$ cat config.mk
export PLATFORM = sky130hd
export DESIGN_NAME = blur_window_sequencer
export DESIGN_NICKNAME = d
export VERILOG_FILES = /design/src/rtl/blur_window_sequencer.sv
export SDC_FILE = /design/constraint.sdc
export NUM_CORES = 1
export LEC_CHECK = 0
export ABC_AREA = 1
export CAP_MARGIN = 30
export CORE_MARGIN = 8
export CORE_UTILIZATION = 56
export DETAILED_ROUTE_END_ITERATION = 12
export PLACE_DENSITY = 0.87
export SLEW_MARGIN = 20
export SYNTH_ARGS = -nofsm -noshare
export SYNTH_HDL_FRONTEND = slang
export SYNTH_SLANG_ARGS = --single-unit
$ cat constraint.sdc
create_clock -name clk_in -period 8.7 [get_ports clk_in]
set_clock_uncertainty 0.15 [all_clocks]
set_input_delay 1.74 -clock clk_in [delete_from_list [all_inputs] [get_ports clk_in]]
set_output_delay 1.74 -clock clk_in [all_outputs]
set_load 0.05 [all_outputs]
$ cat src/rtl/blur_window_sequencer.sv
// Sequences one edge-clamped 3x3 Gaussian blur pass: kernel reads, window assembly and result write-back.
// Optional feature macro: BLUR_TIMEOUT_EN aborts a pass if the blur unit is silent for BLUR_TIMEOUT cycles.
module blur_window_sequencer #(
  parameter int BIT_DEPTH    = 8,
  parameter int MAX_DIM      = 128,
  parameter int ADDR_WIDTH   = 16,
  parameter int READ_LATENCY = 2,
  parameter int BLUR_TIMEOUT = 64
) (
  input  logic                   clk_in,
  input  logic                   rst_in,
  input  logic                   start_in,
  input  logic [7:0]             width_in,
  input  logic [7:0]             height_in,
  input  logic [ADDR_WIDTH-1:0]  src_base_in,
  input  logic [ADDR_WIDTH-1:0]  dst_base_in,
  output logic [ADDR_WIDTH-1:0]  rd_addr_out,
  output logic                   rd_en_out,
  input  logic [BIT_DEPTH-1:0]   rd_data_in,
  output logic [3*BIT_DEPTH-1:0] row0_out,
  output logic [3*BIT_DEPTH-1:0] row1_out,
  output logic [3*BIT_DEPTH-1:0] row2_out,
  output logic                   window_valid_out,
  input  logic                   blur_valid_in,
  input  logic [BIT_DEPTH-1:0]   blur_data_in,
  output logic [ADDR_WIDTH-1:0]  wr_addr_out,
  output logic [BIT_DEPTH-1:0]   wr_data_out,
  output logic                   wr_en_out,
  output logic                   busy_out,
  output logic                   done_out,
  output logic                   error_out,
  output logic [2:0]             state_dbg_out
);

  typedef enum logic [2:0] {
    S_IDLE      = 3'd0,
    S_FETCH     = 3'd1,
    S_WAIT_BLUR = 3'd2,
    S_WRITE     = 3'd3,
    S_DONE      = 3'd4
  } state_t;

  localparam int         FETCH_LAST = 9 + READ_LATENCY;
  localparam int         FCW        = $clog2(FETCH_LAST + 1);
  localparam logic [8:0] MAX_DIM_L  = 9'(MAX_DIM);

  state_t                 state_q, state_d;
  logic [FCW-1:0]         fcnt_q, fcnt_d;
  logic [1:0]             kx_q, kx_d, ky_q, ky_d;
  logic [7:0]             x_q, x_d, y_q, y_d, w_q, w_d, h_q, h_d;
  logic [ADDR_WIDTH-1:0]  src_q, src_d, dst_q, dst_d;
  logic [BIT_DEPTH-1:0]   res_q, res_d;
  logic                   err_q, err_d;
  logic [BIT_DEPTH-1:0]   win_q [9];
`ifdef BLUR_TIMEOUT_EN
  localparam int TCW = $clog2(BLUR_TIMEOUT + 1);
  logic [TCW-1:0]         tcnt_q, tcnt_d;
`endif

  logic                   dims_ok;
  logic                   issue;
  logic                   cap_en;
  logic [3:0]             cap_idx;
  logic [7:0]             nx, ny;
  logic [15:0]            rd_prod, wr_prod;
  logic [ADDR_WIDTH-1:0]  rd_addr, wr_addr;

  assign dims_ok = (width_in != 8'd0) && ({1'b0, width_in} <= MAX_DIM_L) &&
                   (height_in != 8'd0) && ({1'b0, height_in} <= MAX_DIM_L);
  assign issue   = (state_q == S_FETCH) && (fcnt_q < FCW'(9));
  // Read k returns READ_LATENCY cycles after its issue, landing in window slot k.
  assign cap_en  = (state_q == S_FETCH) && (fcnt_q >= FCW'(READ_LATENCY)) &&
                   (fcnt_q < FCW'(READ_LATENCY + 9));
  assign cap_idx = 4'(fcnt_q - FCW'(READ_LATENCY));

  always_comb begin
    nx = x_q;
    ny = y_q;
    if (kx_q == 2'd0)      nx = (x_q == 8'd0) ? 8'd0 : x_q - 8'd1;
    else if (kx_q == 2'd2) nx = (x_q == w_q - 8'd1) ? x_q : x_q + 8'd1;
    if (ky_q == 2'd0)      ny = (y_q == 8'd0) ? 8'd0 : y_q - 8'd1;
    else if (ky_q != 2'd1) ny = (y_q == h_q - 8'd1) ? y_q : y_q + 8'd1;
    rd_prod = {8'd0, ny} * {8'd0, w_q};
    wr_prod = {8'd0, y_q} * {8'd0, w_q};
    rd_addr = src_q + ADDR_WIDTH'(rd_prod) + ADDR_WIDTH'(nx);
    wr_addr = dst_q + ADDR_WIDTH'(wr_prod) + ADDR_WIDTH'(x_q);
  end

  always_ff @(posedge clk_in) begin
    if (rst_in) begin
      state_q <= S_IDLE;
      fcnt_q  <= '0;
      kx_q    <= '0;
      ky_q    <= '0;
      x_q     <= '0;
      y_q     <= '0;
      w_q     <= '0;
      h_q     <= '0;
      src_q   <= '0;
      dst_q   <= '0;
      res_q   <= '0;
      err_q   <= 1'b0;
      for (int i = 0; i < 9; i++) win_q[i] <= '0;
`ifdef BLUR_TIMEOUT_EN
      tcnt_q  <= '0;
`endif
    end else begin
      state_q <= state_d;
      fcnt_q  <= fcnt_d;
      kx_q    <= kx_d;
      ky_q    <= ky_d;
      x_q     <= x_d;
      y_q     <= y_d;
      w_q     <= w_d;
      h_q     <= h_d;
      src_q   <= src_d;
      dst_q   <= dst_d;
      res_q   <= res_d;
      err_q   <= err_d;
      if (cap_en) win_q[cap_idx] <= rd_data_in;
`ifdef BLUR_TIMEOUT_EN
      tcnt_q  <= tcnt_d;
`endif
    end
  end

  // window_valid_out and blur_valid_in are single-cycle strobes with no backpressure:
  // a window is offered once, and a blur result is accepted only while waiting for one.
  always_comb begin
    state_d = state_q;
    fcnt_d  = fcnt_q;
    kx_d    = kx_q;
    ky_d    = ky_q;
    x_d     = x_q;
    y_d     = y_q;
    w_d     = w_q;
    h_d     = h_q;
    src_d   = src_q;
    dst_d   = dst_q;
    res_d   = res_q;
    err_d   = blur_valid_in && (state_q != S_WAIT_BLUR);
`ifdef BLUR_TIMEOUT_EN
    tcnt_d  = tcnt_q;
`endif
    case (state_q)
      S_IDLE: begin
        if (start_in) begin
          if (dims_ok) begin
            w_d     = width_in;
            h_d     = height_in;
            src_d   = src_base_in;
            dst_d   = dst_base_in;
            x_d     = 8'd0;
            y_d     = 8'd0;
            fcnt_d  = '0;
            kx_d    = 2'd0;
            ky_d    = 2'd0;
            state_d = S_FETCH;
          end else begin
            err_d = 1'b1;
          end
        end
      end
      S_FETCH: begin
        if (issue) begin
          if (kx_q == 2'd2) begin
            kx_d = 2'd0;
            ky_d = ky_q + 2'd1;
          end else begin
            kx_d = kx_q + 2'd1;
          end
        end
        if (fcnt_q == FCW'(FETCH_LAST)) begin
          state_d = S_WAIT_BLUR;
`ifdef BLUR_TIMEOUT_EN
          tcnt_d  = '0;
`endif
        end else begin
          fcnt_d = fcnt_q + FCW'(1);
        end
      end
      S_WAIT_BLUR: begin
        if (blur_valid_in) begin
          res_d   = blur_data_in;
          state_d = S_WRITE;
        end
`ifdef BLUR_TIMEOUT_EN
        else if (tcnt_q == TCW'(BLUR_TIMEOUT - 1)) begin
          err_d   = 1'b1;
          state_d = S_IDLE;
        end else begin
          tcnt_d = tcnt_q + TCW'(1);
        end
`endif
      end
      S_WRITE: begin
        fcnt_d  = '0;
        kx_d    = 2'd0;
        ky_d    = 2'd0;
        state_d = S_FETCH;
        if (x_q == w_q - 8'd1) begin
          x_d = 8'd0;
          if (y_q == h_q - 8'd1) state_d = S_DONE;
          else                   y_d = y_q + 8'd1;
        end else begin
          x_d = x_q + 8'd1;
        end
      end
      S_DONE:  state_d = S_IDLE;
      default: state_d = S_IDLE;
    endcase
  end

  always_comb begin
    rd_en_out        = issue;
    rd_addr_out      = issue ? rd_addr : '0;
    window_valid_out = (state_q == S_FETCH) && (fcnt_q == FCW'(FETCH_LAST));
    wr_en_out        = (state_q == S_WRITE);
    wr_addr_out      = (state_q == S_WRITE) ? wr_addr : '0;
    wr_data_out      = (state_q == S_WRITE) ? res_q : '0;
    busy_out         = (state_q != S_IDLE);
    done_out         = (state_q == S_DONE);
    error_out        = err_q;
    state_dbg_out    = state_q;
    row0_out         = {win_q[2], win_q[1], win_q[0]};
    row1_out         = {win_q[5], win_q[4], win_q[3]};
    row2_out         = {win_q[8], win_q[7], win_q[6]};
  end

endmodule

==> After elaboration in Yosys (flattened, before gate mapping) <==
Memory sizes are Yosys's and may differ from the RTL's.
Cells that the tools add are included.
{ "totals": {"register_bits": 84, "ram_bits": 72, "in_bits": 68, "out_inout_bits": 121, "elab_cells": 126, "n_memories": 1} }
{ "op_classes": {"addsub": 14, "n_mul": 2, "order_cmp": 5, "n_eq_ne": 18, "muxes": 47, "n_reduce_logical": 27} }
{ "mem_list": {"columns": ["memory", "words", "width", "read_ports", "rd_clocked_by_memory_dff", "write_ports", "line", "text"], "rows": [
  ["win_q", 9, 8, 9, 0, 9, "54", "logic [BIT_DEPTH-1:0] win_q [9];"]
]} }
{ "op_table": {"columns": ["op", "count"], "rows": [
  ["two-way mux 8 bit", 14],
  ["adder 16 bit", 2],
  ["adder 16 x 8 -> 16 bit", 2],
  ["multiplier 8 x 8 -> 16 bit", 2],
  ["two-way mux 16 bit", 2],
  ["one-hot mux 8 bit (2 select lines)", 2],
  ["subtractor 8 x 1 -> 8 bit (second input constant)", 4],
  ["two-way mux 3 bit", 6],
  ["adder 8 x 1 -> 8 bit (second input constant)", 2],
  ["equality test 8 bit", 2],
  ["less-or-equal comparator 8 bit (second input constant)", 2],
  ["logical NOT 8 bit", 2],
  ["two-way mux 4 bit", 4],
  ["AND reduction 4 bit", 4],
  ["nonzero test 8 bit", 2],
  ["two-way mux 2 bit", 6],
  ["one-hot mux 2 bit (3 select lines)", 2],
  ["one-hot mux 3 bit (4 select lines)", 1],
  ["one-hot mux 4 bit (3 select lines)", 1],
  ["!= test 2 bit (second input constant)", 5],
  ["two-way mux 1 bit", 9],
  ["logical AND 1 bit", 8],
  ["< comparator 4 bit (second input constant)", 2],
  ["!= test 2 x 1 -> 1 bit (second input constant)", 4],
  ["18 further kinds", 23]
]} }

==> Logic depth before layout (Yosys ltp) <==
{ "depth": {"ltp_word": 9, "depth_mapped": 36} }

==> Worst setup path before layout <==
OpenSTA, ideal clock, no wires.
{ "synth_timing": {"path_kind": "register -> output", "startpoint": "register h_q[0]", "endpoint": "output port rd_addr_out[13]", "arrival_time_ns": 6.396, "setup_slack_ns": 0.414, "path_stages_with_launch": 36, "path_buffers": 0, "cell_sequence": "dfxtp_1 inv_1 ha_1 nand3_1 nor2_1 nand2_1 nand2_1 nand2_1 inv_1 nand2_1 nor2_1 nand2_1 nand3_1 nand2_1 nand2_1 nor2_1 fa_1 fa_1 inv_1 fa_1 inv_1 fa_1 inv_1 fa_1 inv_1 ha_1 inv_1 nor3_1 nand2_1 nand3_1 nand2_1 nand2_1 nand2_1 nand2_1 o21ai_0 a21oi_1"} }
{ "synth_via": {"elab_chain_cells": 9} }
{ "synth_lines": {"columns": ["item", "line", "text"], "rows": [
  ["start: declaration", "50", "logic [7:0] x_q, x_d, y_q, y_d, w_q, w_d, h_q, h_d;"],
  ["start signal: assignment", "98", "h_q <= '0;"],
  ["start signal: assignment", "115", "h_q <= h_d;"],
  ["subtractor 8 x 1 -> 8 bit", "82", "else if (ky_q != 2'd1) ny = (y_q == h_q - 8'd1) ? y_q : y_q + 8'd1;"],
  ["equality test 8 bit", "82", null],
  ["two-way mux 8 bit", null, null],
  ["two-way mux 8 bit", "82", null],
  ["two-way mux 8 bit", "81", "if (ky_q == 2'd0) ny = (y_q == 8'd0) ? 8'd0 : y_q - 8'd1;"],
  ["multiplier 8 x 8 -> 16 bit", "83", "rd_prod = {8'd0, ny} * {8'd0, w_q};"],
  ["adder 16 bit", "85", "rd_addr = src_q + ADDR_WIDTH'(rd_prod) + ADDR_WIDTH'(nx);"],
  ["adder 16 x 8 -> 16 bit", "85", null],
  ["two-way mux 16 bit", "216", "rd_addr_out = issue ? rd_addr : '0;"],
  ["end: declaration", "17", "output logic [ADDR_WIDTH-1:0] rd_addr_out,"]
]} }
No other way between the ends.

==> Worst setup path after layout <==
Ends and elaborated chain as after synthesis.

==> summary.md <==
| Metric | Value |
|---|---|
| Status | `complete, no violations` |
| Max-Cap Viols | `0` |
| Die Height | `169 um` |
| Die Span X | `around 170 um` |
| Ys async rst share | `0%` |
| Largest net degree at the start of global routing | `78` |
| Hold Crit Class | `flop to flop` |
| Post-synth top cells | `321 x nand2_1, 283 x inv_1, 220 x nor2_1` |
| Worst slew margin | `42.2%` |
| Synth Area in Adders | `27.3%` |
| Synthesized area | `roughly 0.013 mm2` |
| H-tree depth | `4` |
| Worst EP required | `6.81 ns` |
| First-pass GRT wire length | `58800 um` |
| Critical path class | `flop to output pin` |
| # rows | `56` |
| TritonCTS Sinks | `156` |
| Starting DRT DRC Count | `between 1000 and 1500` |
| Crit path DAT | `6.51 ns` |
| Top post-synthesis cells by area | `fa_1 17%, edfxtp_1 16%, dfxtp_1 13%` |
| Initial antenna violation count | `0` |
| Number of enable flip-flop cells after synthesis | `72` |
| CTS root buf | `clkbuf_16` |
| GRT Total Usage | `25.5%` |
| Slew @ Worst Pin | `approximately 0.87 ns` |
| Main combinational cell family by area after synthesis | `adder cells` |
| Area delta synth->final | `23.0%` |
| Slowest CP cell | `fa_1` |
| Max rail drop VDD | `around 0.11 mV` |
| Share of layout cells above drive strength 1 | `6.37%` |
| P per Cell Area | `138 mW/mm2` |
| FF-to-FF Start | `w_q[0]$_SDFFE_PP0P_` |
| Crit share post-route | `a little over nine tenths` |
| Final wirelength | `37000 um` |
| Placer congestion estimate | `0.960` |
| Nets@finish | `2146` |
| Vias | `11897` |
| Post-route cell area | `0.0162 mm2` |
| Core area | `around 0.023 mm2` |
| HP Start | `res_q[1]$_SDFFE_PP0P_` |
| Vias in the first global route | `11673` |
| Synth warnings | `0` |
| Count leader, synth | `nand2_1` |
| Post-synthesis cell type count | `37` |
| Fillers | `roughly 1800` |
| Multi-input gate area | `0.00817 mm2` |
| Register area | `0.00385 mm2` |
| Max stage delay on crit path | `around 0.57 ns` |
| Placed wire-length estimate | `28600 um` |
| Worst-path clk slew | `0.07 ns` |
| Residual DRC | `0` |
| IO Pins | `189` |
| Port bufs | `188` |
| Simple-gate share of the synthesized area | `about a fifth` |
| Antenna Cells | `0` |
| Seq/Total Area, Yosys | `about 29%` |
| Syn_area_per_cell | `between 7 and 8 um2` |
| Synth Area in XOR/XNOR | `approximately 3.5%` |
| Worst setup EP type | `output pin` |
| Placed Instances | `2149` |
| Vias per cell | `5.44` |
| CP startpoint | `h_q[0]$_SDFFE_PP0P_` |
| Mux cell area share after synthesis | `0%` |
| Slew Limit Fails | `0` |
| Clock Tree Buf Depth | `2` |
| Initial core utilization | `between 50 and 60%` |
| Setup TNS | `0 ns` |
| TritonCTS buffer count | `17` |
| CTS tree | `yes` |
| Post-layout min period | `8.40 ns` |
| Final Hold Vio Count | `0` |
| Final setup vio count | `0` |
| Max frequency | `0.119 GHz` |
| Yosys reg bits | `around 160` |
| Crit-path max FO | `8` |
| Complex-gate fraction of the synthesized area | `9.12%` |
| Most used DFF post-synth | `dfxtp_1` |
| Syn_nets | `1963` |
| Leakage | `between 7 and 8 nW` |
| Drt first pass iters | `5` |
| Average wire per standard cell | `~17 um` |
| Non-filler cells, final | `between 2000 and 2500` |
| Synth top area share | `16.7%` |
| Core Util, Final | `a little over two thirds` |
| Clock Latency Late Sink | `0.43 ns` |
| Die area | `approximately 0.029 mm2` |
| Syn Inst Count | `1673` |
| DP Area | `0.0154 mm2` |
| Startpoint Class | `flop` |
| Crit-path most repeated cell | `fa_1` |
| ANT nets after route | `0` |
| Total gr overflow | `0` |
| Cell taking the most area after synthesis | `fa_1` |
==> timing repair <==
| item | in CTS | in global routing |
|---|---|---|
| pin swaps | 0 | 12 |
| gates resized for setup | 1 | 43 |
| hold buffers | 0 | 0 |
| setup endpoints to repair | 1 | 9 |
| setup buffers | 0 | 6 |
==> registers in the layout, indices dropped and copies added, names as in the netlist <==
name,cells
error_out,1
dst_q,16
y_q,8
h_q,8
res_q,8
ky_q,2
win_q,72
w_q,8
fcnt_q,4
x_q,8
kx_q,2
state_dbg_out,3
src_q,16
==> routing by layer <==
metal / part of all wire, % / up-vias / global-route usage (%)
met5: 0 / - / 0
met4: 3.5 / 0 / 10.7
met3: 8.0 / 90 / 4.40
met2: 47 / 593 / 43.3
met1: 41 / 5564 / 31.9
li1: - / 5650 / -
==> cell type report <==
type | instances | area share, %
multi-input cells | 1168 | 50.3
inverters | 298 | 6.89
clock buffers | 18 | 2.71
repair buffers | 215 | 13.1
clock inverters | 14 | 0.794
flip-flops and latches | 156 | 23.7
well taps | 319 | 2.46
==> worst paths after layout <==
check | endpoint | slack [ns] | depth (start not counted)
max | rd_addr_out[13] | 0.30 | 33
min | res_q[1]$_SDFFE_PP0P_ | 0.31 | 2
max reg2reg | y_q[3]$_SDFFE_PP0P_ | 5.24 | 13
min reg2reg | res_q[1]$_SDFFE_PP0P_ | 0.31 | 2
==> per-stage QoR <==
step                      setup slack [ns]  total power [W]  hold slack [ns]
after detailed placement             0.397          0.00146            0.301
after CTS                          0.00130          0.00220            0.312
after global routing               -0.0943          0.00235            0.336
after floorplan                      0.414          0.00126            0.280
after global placement               0.493          0.00145            0.290
final                                0.297          0.00224            0.308
==> cells in the final DEF, fill, tap and decap left out, types with 8 or more instances in the layout <==
| master | Yosys | layout |
|---|---|---|
| a21oi_1 | 122 | 119 |
| buf_4 | 0 | 32 |
| clkbuf_16 | 0 | 18 |
| clkdlybuf4s50_1 | 0 | 176 |
| clkinv_1 | 15 | 15 |
| dfxtp_1 | 84 | 82 |
| edfxtp_1 | 72 | 72 |
| fa_1 | 110 | 108 |
| ha_1 | 112 | 108 |
| inv_1 | 283 | 281 |
| nand2_1 | 321 | 311 |
| nand2_2 | 0 | 8 |
| nand3_1 | 72 | 67 |
| nand3_2 | 8 | 11 |
| nand4_1 | 18 | 18 |
| nor2_1 | 220 | 218 |
| nor3_1 | 15 | 13 |
| o21ai_0 | 84 | 79 |
| xnor2_1 | 17 | 17 |
| xor2_1 | 35 | 35 |
==> cells by family (layout without fill, tap and decap cells) <==
family                     Yosys count  count (layout)
and+or+nand+nor                    667             667
buffers and inverters              349             545
AOI/OAI and AO/OA                  227             227
adders and majority gates          222             222
DFF                                156             156
xor gates and xnor gates            52              52
==> critical path: cells and delay by family (launching register included) <==
kind | cells | cell delay, ns
buffers and inverters | 8 | 0.75
AO/OA/AOI/OAI | 2 | 0.23
AND/OR/NAND/NOR | 16 | 1.52
flip-flops | 1 | 0.35
adder cells (fa/ha/maj) | 7 | 3.20
==> power breakdown <==
part	switching, W	total, W	internal [W]	leakage (nW)
registers	0.0000280	0.000823	0.000795	1.43
clock network	0.000353	0.000738	0.000385	0.275
logic	0.000440	0.000680	0.000240	5.97
total	0.000821	0.00224	0.00142	7.67
(Power assumes the default switching activity.)
